--- config.mk ---
export PLATFORM = sky130hd
export DESIGN_NAME = mc_ctrl
export DESIGN_NICKNAME = d
export VERILOG_FILES = /design/src/rtl/mc_pkg.sv /design/src/rtl/mc_alu_dec.sv /design/src/rtl/mc_ctrl.sv
export SDC_FILE = /design/constraint.sdc
export NUM_CORES = 1
export LEC_CHECK = 0
export CAP_MARGIN = 20
export CORE_MARGIN = 2
export CORE_UTILIZATION = 55
export CTS_BUF_LIST = sky130_fd_sc_hd__clkbuf_16
export DETAILED_ROUTE_END_ITERATION = 7
export DONT_BUFFER_PORTS = 1
export GPL_TIMING_DRIVEN = 0
export PLACE_DENSITY = 0.76
export SYNTH_ARGS = -nofsm -noshare
export SYNTH_HDL_FRONTEND = slang
export SYNTH_HIERARCHICAL = 1
export SYNTH_SLANG_ARGS = --single-unit
--- constraint.sdc ---
create_clock -name i_clk -period 6.6 [get_ports i_clk]
set_clock_uncertainty 0.05 [all_clocks]
set_input_delay 1.98 -clock i_clk [delete_from_list [all_inputs] [get_ports i_clk]]
set_output_delay 1.98 -clock i_clk [all_outputs]
set_load 0.01 [all_outputs]
--- src/rtl/mc_pkg.sv ---
// Shared encodings for the multicycle MIPS control FSM: states, ALU codes,
// opcode/funct constants and datapath mux encodings.
package mc_pkg;

    typedef enum logic [3:0] {
        S_FETCH  = 4'd0,
        S_DECODE = 4'd1,
        S_MEMADR = 4'd2,
        S_MEMRD  = 4'd3,
        S_MEMWB  = 4'd4,
        S_MEMWR  = 4'd5,
        S_EXEC_R = 4'd6,
        S_RWB    = 4'd7,
        S_BRANCH = 4'd8,
        S_JUMP   = 4'd9,
        S_EXEC_I = 4'd10,
        S_IWB    = 4'd11,
        S_TRAP   = 4'd12
    } state_t;

    localparam logic [2:0] ALU_ADD = 3'd0;
    localparam logic [2:0] ALU_SUB = 3'd1;
    localparam logic [2:0] ALU_AND = 3'd2;
    localparam logic [2:0] ALU_OR  = 3'd3;
    localparam logic [2:0] ALU_SLT = 3'd4;

    localparam logic [5:0] OP_RTYPE = 6'b000000;
    localparam logic [5:0] OP_LW    = 6'b100011;
    localparam logic [5:0] OP_SW    = 6'b101011;
    localparam logic [5:0] OP_BEQ   = 6'b000100;
    localparam logic [5:0] OP_J     = 6'b000010;
    localparam logic [5:0] OP_ADDI  = 6'b001000;
    localparam logic [5:0] OP_ORI   = 6'b001101;

    localparam logic [5:0] FN_ADDU = 6'b100001;
    localparam logic [5:0] FN_SUBU = 6'b100011;
    localparam logic [5:0] FN_AND  = 6'b100100;
    localparam logic [5:0] FN_OR   = 6'b100101;
    localparam logic [5:0] FN_SLT  = 6'b101010;

    localparam logic [1:0] PC_ALU    = 2'b00;
    localparam logic [1:0] PC_ALUOUT = 2'b01;
    localparam logic [1:0] PC_JUMP   = 2'b10;

    localparam logic [1:0] SRCB_B     = 2'b00;
    localparam logic [1:0] SRCB_FOUR  = 2'b01;
    localparam logic [1:0] SRCB_IMM   = 2'b10;
    localparam logic [1:0] SRCB_IMMSH = 2'b11;

    // States that hold the shared memory port until mem_ready.
    function automatic logic is_req(input state_t s);
        return (s == S_FETCH) || (s == S_MEMRD) || (s == S_MEMWR);
    endfunction

endpackage

--- src/rtl/mc_alu_dec.sv ---
// Combinational op/funct -> ALU operation decode, plus a flag telling the
// dispatcher whether an R-type funct is one we implement.
module mc_alu_dec
    import mc_pkg::*;
(
    input  logic [5:0] i_op,
    input  logic [5:0] i_funct,
    output logic [2:0] o_alu_op,
    output logic       o_rtype_ok
);

    always_comb begin
        o_alu_op   = ALU_ADD;
        o_rtype_ok = 1'b0;
        case (i_op)
            OP_RTYPE: begin
                o_rtype_ok = 1'b1;
                case (i_funct)
                    FN_ADDU: o_alu_op = ALU_ADD;
                    FN_SUBU: o_alu_op = ALU_SUB;
                    FN_AND:  o_alu_op = ALU_AND;
                    FN_OR:   o_alu_op = ALU_OR;
                    FN_SLT:  o_alu_op = ALU_SLT;
                    default: o_rtype_ok = 1'b0;
                endcase
            end
            OP_ORI:  o_alu_op = ALU_OR;
            OP_BEQ:  o_alu_op = ALU_SUB;
            default: o_alu_op = ALU_ADD;
        endcase
    end

endmodule

--- src/rtl/mc_ctrl.sv ---
// Multicycle MIPS control FSM with a shared req/ready memory port and timeout.
// Define MC_CTRL_PERF_EN to build the retired-instruction counter.
module mc_ctrl
    import mc_pkg::*;
#(
    parameter int WAIT_MAX = 15
) (
    input  logic        i_clk,
    input  logic        i_rst_n,
    input  logic [5:0]  i_op,
    input  logic [5:0]  i_funct,
    input  logic        i_zero,
    input  logic        i_mem_ready,
    output logic        o_mem_req,
    output logic        o_mem_we,
    output logic        o_iord,
    output logic        o_ir_write,
    output logic        o_pc_write,
    output logic [1:0]  o_pc_src,
    output logic        o_reg_write,
    output logic        o_gpr_sel,
    output logic        o_wd_sel,
    output logic        o_ext_op,
    output logic        o_alu_src_a,
    output logic [1:0]  o_alu_src_b,
    output logic [2:0]  o_alu_op,
    output logic        o_illegal,
    output logic        o_bus_err,
    output logic [3:0]  o_state,
    output logic [31:0] o_instret
);

    localparam logic [15:0] WAIT_LIM = 16'(WAIT_MAX);

    state_t      r_state;
    state_t      w_next;
    logic [15:0] r_wait;
    logic        r_illegal;
    logic        r_bus_err;
    logic        w_timeout;
    logic        w_set_illegal;
    logic        w_set_bus_err;
    logic [2:0]  w_dec_alu_op;
    logic        w_rtype_ok;

    mc_alu_dec u_alu_dec (
        .i_op       (i_op),
        .i_funct    (i_funct),
        .o_alu_op   (w_dec_alu_op),
        .o_rtype_ok (w_rtype_ok)
    );

    // This cycle is the WAIT_MAX-th consecutive miss, so give up on the access.
    assign w_timeout = (WAIT_LIM != 16'd0) && !i_mem_ready && ((r_wait + 16'd1) == WAIT_LIM);

    always_comb begin
        w_next        = r_state;
        w_set_illegal = 1'b0;
        w_set_bus_err = 1'b0;
        o_mem_req     = 1'b0;
        o_mem_we      = 1'b0;
        o_iord        = 1'b0;
        o_ir_write    = 1'b0;
        o_pc_write    = 1'b0;
        o_pc_src      = PC_ALU;
        o_reg_write   = 1'b0;
        o_gpr_sel     = 1'b0;
        o_wd_sel      = 1'b0;
        o_ext_op      = 1'b0;
        o_alu_src_a   = 1'b0;
        o_alu_src_b   = SRCB_B;
        o_alu_op      = ALU_ADD;
        case (r_state)
            S_FETCH: begin
                o_mem_req   = 1'b1;
                o_alu_src_b = SRCB_FOUR;
                if (i_mem_ready) begin
                    o_ir_write = 1'b1;
                    o_pc_write = 1'b1;
                    w_next     = S_DECODE;
                end else if (w_timeout) begin
                    w_set_bus_err = 1'b1;
                    w_next        = S_TRAP;
                end
            end
            S_DECODE: begin
                o_alu_src_b = SRCB_IMMSH;
                o_ext_op    = 1'b1;
                case (i_op)
                    OP_RTYPE: begin
                        w_next        = w_rtype_ok ? S_EXEC_R : S_TRAP;
                        w_set_illegal = !w_rtype_ok;
                    end
                    OP_LW, OP_SW:    w_next = S_MEMADR;
                    OP_BEQ:          w_next = S_BRANCH;
                    OP_J:            w_next = S_JUMP;
                    OP_ADDI, OP_ORI: w_next = S_EXEC_I;
                    default: begin
                        w_set_illegal = 1'b1;
                        w_next        = S_TRAP;
                    end
                endcase
            end
            S_EXEC_R: begin
                o_alu_src_a = 1'b1;
                o_alu_op    = w_dec_alu_op;
                w_next      = S_RWB;
            end
            S_RWB: begin
                o_reg_write = 1'b1;
                w_next      = S_FETCH;
            end
            S_EXEC_I: begin
                o_alu_src_a = 1'b1;
                o_alu_src_b = SRCB_IMM;
                o_ext_op    = (i_op == OP_ADDI);
                o_alu_op    = w_dec_alu_op;
                w_next      = S_IWB;
            end
            S_IWB: begin
                o_reg_write = 1'b1;
                o_gpr_sel   = 1'b1;
                w_next      = S_FETCH;
            end
            S_MEMADR: begin
                o_alu_src_a = 1'b1;
                o_alu_src_b = SRCB_IMM;
                o_ext_op    = 1'b1;
                w_next      = (i_op == OP_SW) ? S_MEMWR : S_MEMRD;
            end
            S_MEMRD, S_MEMWR: begin
                o_mem_req = 1'b1;
                o_iord    = 1'b1;
                o_mem_we  = (r_state == S_MEMWR);
                if (i_mem_ready) begin
                    w_next = (r_state == S_MEMWR) ? S_FETCH : S_MEMWB;
                end else if (w_timeout) begin
                    w_set_bus_err = 1'b1;
                    w_next        = S_TRAP;
                end
            end
            S_MEMWB: begin
                o_reg_write = 1'b1;
                o_gpr_sel   = 1'b1;
                o_wd_sel    = 1'b1;
                w_next      = S_FETCH;
            end
            S_BRANCH: begin
                o_alu_src_a = 1'b1;
                o_alu_op    = ALU_SUB;
                o_pc_src    = PC_ALUOUT;
                o_pc_write  = i_zero;
                w_next      = S_FETCH;
            end
            S_JUMP: begin
                o_pc_write = 1'b1;
                o_pc_src   = PC_JUMP;
                w_next     = S_FETCH;
            end
            default: w_next = S_TRAP;
        endcase
        // Reset must silence the bus and write enables immediately, not at the next edge.
        if (!i_rst_n) begin
            o_mem_req   = 1'b0;
            o_mem_we    = 1'b0;
            o_ir_write  = 1'b0;
            o_pc_write  = 1'b0;
            o_reg_write = 1'b0;
        end
    end

    always_ff @(posedge i_clk or negedge i_rst_n) begin
        if (!i_rst_n) begin
            r_state   <= S_FETCH;
            r_wait    <= 16'd0;
            r_illegal <= 1'b0;
            r_bus_err <= 1'b0;
        end else begin
            r_state <= w_next;
            if (w_next != r_state) begin
                r_wait <= 16'd0;
            end else if (is_req(r_state) && !i_mem_ready && (r_wait != 16'hFFFF)) begin
                r_wait <= r_wait + 16'd1;
            end
            if (w_set_illegal) r_illegal <= 1'b1;
            if (w_set_bus_err) r_bus_err <= 1'b1;
        end
    end

    assign o_illegal = r_illegal;
    assign o_bus_err = r_bus_err;
    assign o_state   = r_state;

`ifdef MC_CTRL_PERF_EN
    logic [31:0] r_instret;
    logic        w_retire;

    assign w_retire = (w_next == S_FETCH) &&
                      (r_state inside {S_RWB, S_IWB, S_MEMWB, S_MEMWR, S_BRANCH, S_JUMP});

    always_ff @(posedge i_clk or negedge i_rst_n) begin
        if (!i_rst_n) begin
            r_instret <= 32'd0;
        end else if (w_retire) begin
            r_instret <= r_instret + 32'd1;
        end
    end

    assign o_instret = r_instret;
`else
    assign o_instret = 32'd0;
`endif

endmodule

==> results_tabular.tex <==
\begin{tabular}{lr}
\hline
Metric & Value \\
\hline
\multicolumn{2}{l}{\textbf{Synthesis}} \\
\quad Library cells used by synthesis & 64 \\
\quad Primary FF master, synth & dfrtp\_1 \\
\quad Post-synth design cell area & 0.002400 mm2 \\
\quad Total of warnings raised by yosys & 6 \\
\quad Share of the yosys chip area belonging to registers & 22.94\% \\
\quad Async S/R FF share, synth & 100.0\% \\
\quad Count of mapped cells out of synthesis & 290 \\
\quad Register bit count reported by yosys & 22 \\
\quad Average size of a mapped cell & 8.275 um2 \\
\quad Count of flip-flops with a built-in enable after synthesis & 0 \\
\multicolumn{2}{l}{\textbf{Worst setup path}} \\
\quad Maximum fanout along the worst path & 4 \\
\quad Type of the worst setup path & in2out \\
\quad Worst Path Required & 4.57 ns \\
\quad FF-to-FF path depth & 7 \\
\quad Capturing element of the worst setup path & o\_alu\_op[0] \\
\quad Startpoint kind of the worst setup timing path & input pin \\
\quad Reg-to-Reg End & r\_wait[5] \\
\quad Data arrival time of the worst path & 3.50 ns \\
\quad Critical R2R Launch & o\_state[1] \\
\quad Reg2reg setup slack & 4.12 ns \\
\quad Worst Setup End Kind & primary output \\
\quad Worst setup path startpoint & i\_op[0] \\
\multicolumn{2}{l}{\textbf{STA}} \\
\quad Share of the cycle needed by the critical path after routing & 83.83\% \\
\quad Worst Max-Slew Pin Slew & $\sim$0.56 ns \\
\quad Fin. max-slew vios & 0 \\
\quad Max-slew headroom & 62.36\% \\
\quad Post-Route Setup TNS & 0 ns \\
\quad Tightest hold margin & 0.4847 ns \\
\quad Unrepaired setup endpoints after global routing & false \\
\quad Number of failing hold endpoints at the final stage & 0 \\
\quad Endpoints failing setup & 0 \\
\quad Final Critical Period & 5.533 ns \\
\quad Peak clock frequency supported by timing & 0.1807 GHz \\
\multicolumn{2}{l}{\textbf{Layout}} \\
\quad Area overhead of the layout relative to synthesis & 10.84\% \\
\quad Final Non-Filler Cells & 377 \\
\quad Net total in the final layout & 344 \\
\quad \# fillers & between 300 and 400 \\
\quad \# diodes & 0 \\
\quad Final Core Density & between 60 and 70\% \\
\quad Layout cell share with drive strength beyond 1 & 21.85\% \\
\quad Final Instance Area & 0.002660 mm2 \\
\multicolumn{2}{l}{\textbf{Clock network}} \\
\quad Clk sink count & 22 \\
\quad TritonCTS Buffers & 3 \\
\quad Clock-pin slew on the worst setup and hold paths & 0.06 ns \\
\quad Cells resized by post-CTS repair & 0 \\
\quad Clock latency of the later-clocked register in the worst-skew pair & 0.26 ns \\
\quad Post-CTS Repair Setup Buffers & 0 \\
\quad Clock tree from TritonCTS & built \\
\quad Master cell of the clock root buffer & clkbuf\_16 \\
\quad Bufs on Longest Clock Path & 2 \\
\quad H-tree levels & 1 \\
\quad Cts hold-fix bufs & 0 \\
\multicolumn{2}{l}{\textbf{Pwr}} \\
\quad Power density normalized to cell area & 248.5 mW/mm2 \\
\quad IR Drop Worst-Case VDD & 0.1714 mV \\
\quad Leakage power summed over all cells & 1.129 nW \\
\multicolumn{2}{l}{\textbf{GRT}} \\
\quad Fraction of met2 tracks used by global routing & a little under two fifths \\
\quad Number of antenna violations at the first check in global routing & 0 \\
\quad First-pass GRT wire length & 8.825 mm \\
\quad Global-route usage over all layers & 21.63\% \\
\quad Busiest grt layer & met2 \\
\quad Overall overflow remaining after global route & 0 \\
\quad Maximum number of pins on one net before global-route repair & 28 \\
\quad Vias in the first global route & 1,870 \\
\quad Routing usage on met3 & approximately 4.3\% \\
\quad Met1 routing resource usage after global routing & 28.82\% \\
\multicolumn{2}{l}{\textbf{Die}} \\
\quad Vertical die dimension & 70.06 um \\
\quad Effective utilization at floorplan & 56.28\% \\
\quad Number of placed I/O pins & $\sim$70 \\
\quad Area of the die & between 0.004 and 0.005 mm2 \\
\quad Area of the core & between 0.004 and 0.005 mm2 \\
\quad Width of the die & 70.06 um \\
\quad Std-Cell Rows & 24 \\
\multicolumn{2}{l}{\textbf{Outcome}} \\
\quad Outcome & finished, final reports clean \\
\multicolumn{2}{l}{\textbf{Place}} \\
\quad Total placed cells including tap cells & 373 \\
\quad Total placed instance area & 0.002581 mm2 \\
\quad Number of buffers added on ports & 0 \\
\quad Routability cong. & about 0.91 \\
\quad Half-perimeter wire length after placement & between 3 and 4 mm \\
\multicolumn{2}{l}{\textbf{Flow run}} \\
\quad Max-cap violations & 0 \\
\multicolumn{2}{l}{\textbf{Drt}} \\
\quad Detailed-route wire length per cell & 13.79 um \\
\quad DRC marker count from the first detailed-route iteration & between 150 and 200 \\
\quad Number of vias per cell after detailed routing & 5.515 \\
\quad DRC violations left & 0 \\
\quad Antenna viol nets, final & 0 \\
\quad First-pass iteration count of the detailed router & 4 \\
\quad Total via count after detailed routing & 2,079 \\
\quad Total wire length & 5.198 mm \\
\multicolumn{2}{l}{\textbf{Hold path}} \\
\quad Class of the tightest hold or removal check & reg2reg \\
\hline
\end{tabular}
-- metal layers --
layer | routed length [um] | share of wire, %
met3 | 328 | 6.3
met2 | 2505 | 48
met5 | 0 | 0
met1 | 2344 | 45
met4 | 19 | 0.37
-- synth_stat cells, types with 3 or more instances --
master    instances  area, um2
a21o_1            3      22.52
a21oi_1          13      65.06
a21oi_2          11      96.34
and2_1            5      31.28
and3_1            3      18.77
and4b_1           3      30.03
buf_2             6      30.03
buf_4            32      240.2
buf_6             3      33.78
clkbuf_1          6      22.52
dfrtp_1          22      550.5
inv_1             5      18.77
nand2_1          12      45.04
nand2b_1          4      25.02
nand3_1          18      90.09
nand4_1           6      37.54
nand4b_1          3      26.28
nor2_1           23      86.33
nor2b_1           7      43.79
nor3_1           11      55.05
nor4_1            3      18.77
o21a_1            3      22.52
o21ai_0           5      25.02
or3_1             5      31.28
or4b_4            3      41.29
xnor2_1          10      87.58
xor2_1           17      148.9
-- cells in the final DEF, fill, tap and decap left out, types with 2 or more instances in the layout --
cell type  instances
nand2_1           12
o21ai_0            5
buf_2              6
clkbuf_16          3
nand4_1            6
nor3_2             2
nand4b_1           3
o211ai_1           2
or4b_4             3
o21a_1             3
or3_1              5
dfrtp_1           22
and4b_1            3
a21oi_1           13
buf_1              2
a21o_1             3
nor3b_1            2
inv_1              5
xnor2_1           10
clkbuf_1           6
xor2_1            17
nor4b_1            2
nor3_1            11
nor4_1             3
and2_1             5
conb_1            32
buf_6              3
and3_1             3
or4b_1             2
mux2i_1            2
ha_1               2
a21oi_2           11
a21boi_0           2
buf_4             32
nor2_1            23
nor2b_1            7
nand3_1           18
nand4_2            2
nand2b_1           4
a31oi_1            2
-- layout make-up --
class	count	area [um2]	share of cell area, %
plain buffers	51	354.1	13.31
clock buffers	3	75.07	2.822
clock inverters	1	3.754	0.1411
inverters	5	18.77	0.7056
multi-input cells	243	1593	59.88
flip-flops and latches	22	550.5	20.70
well taps	52	65.06	2.446
-- power breakdown --
group	leakage [nW]	switching, mW	internal, mW
combinational	0.792	0.234	0.133
clock	0.0385	0.0501	0.0810
sequential	0.299	0.0164	0.146
-- cells by family after synthesis --
group | count (synthesis) | synth area share [%]
fa+ha+maj | 2 | 1.043
simple gates | 129 | 33.73
compound gates | 51 | 15.90
flops | 22 | 22.94
mux | 2 | 0.8342
other cells | 1 | 0.1563
xor+xnor | 27 | 9.854
buf+inv | 56 | 15.54
-- how the worst min path moves through the flow --
stage	startpoint	to	slack [ns]	depth (start not counted)
2_1_floorplan	o_illegal	o_illegal	0.44	1
3_3_place_gp	o_illegal	o_illegal	0.47	1
3_5_place_dp	o_illegal	o_illegal	0.47	1
4_1_cts	o_illegal	o_illegal	0.49	1
5_1_grt	o_illegal	o_illegal	0.51	1
6_report	o_illegal	o_illegal	0.48	1
-- flip-flops by register name, summed over array words and instances, names as in the netlist --
register / cells
o_bus_err: 1
o_illegal: 1
o_state: 4
r_wait: 16
-- metrics by stage --
| stage | power (mW) | setup slack [ns] |
|---|---|---|
| after floorplan | 0.4639 | 1.122 |
| after global placement | 0.5227 | 1.053 |
| after detailed placement | 0.5293 | 1.066 |
| after CTS | 0.6613 | 1.062 |
| after global routing | 0.7063 | 0.9448 |
| final | 0.6611 | 1.067 |
-- critical path: stages --
cell,delay [ns]
or4b_4,0.53
or4b_1,0.51
a21oi_1,0.14
nor2b_1,0.06
nor3_1,0.28
Power figures use the tool's default switching activity.
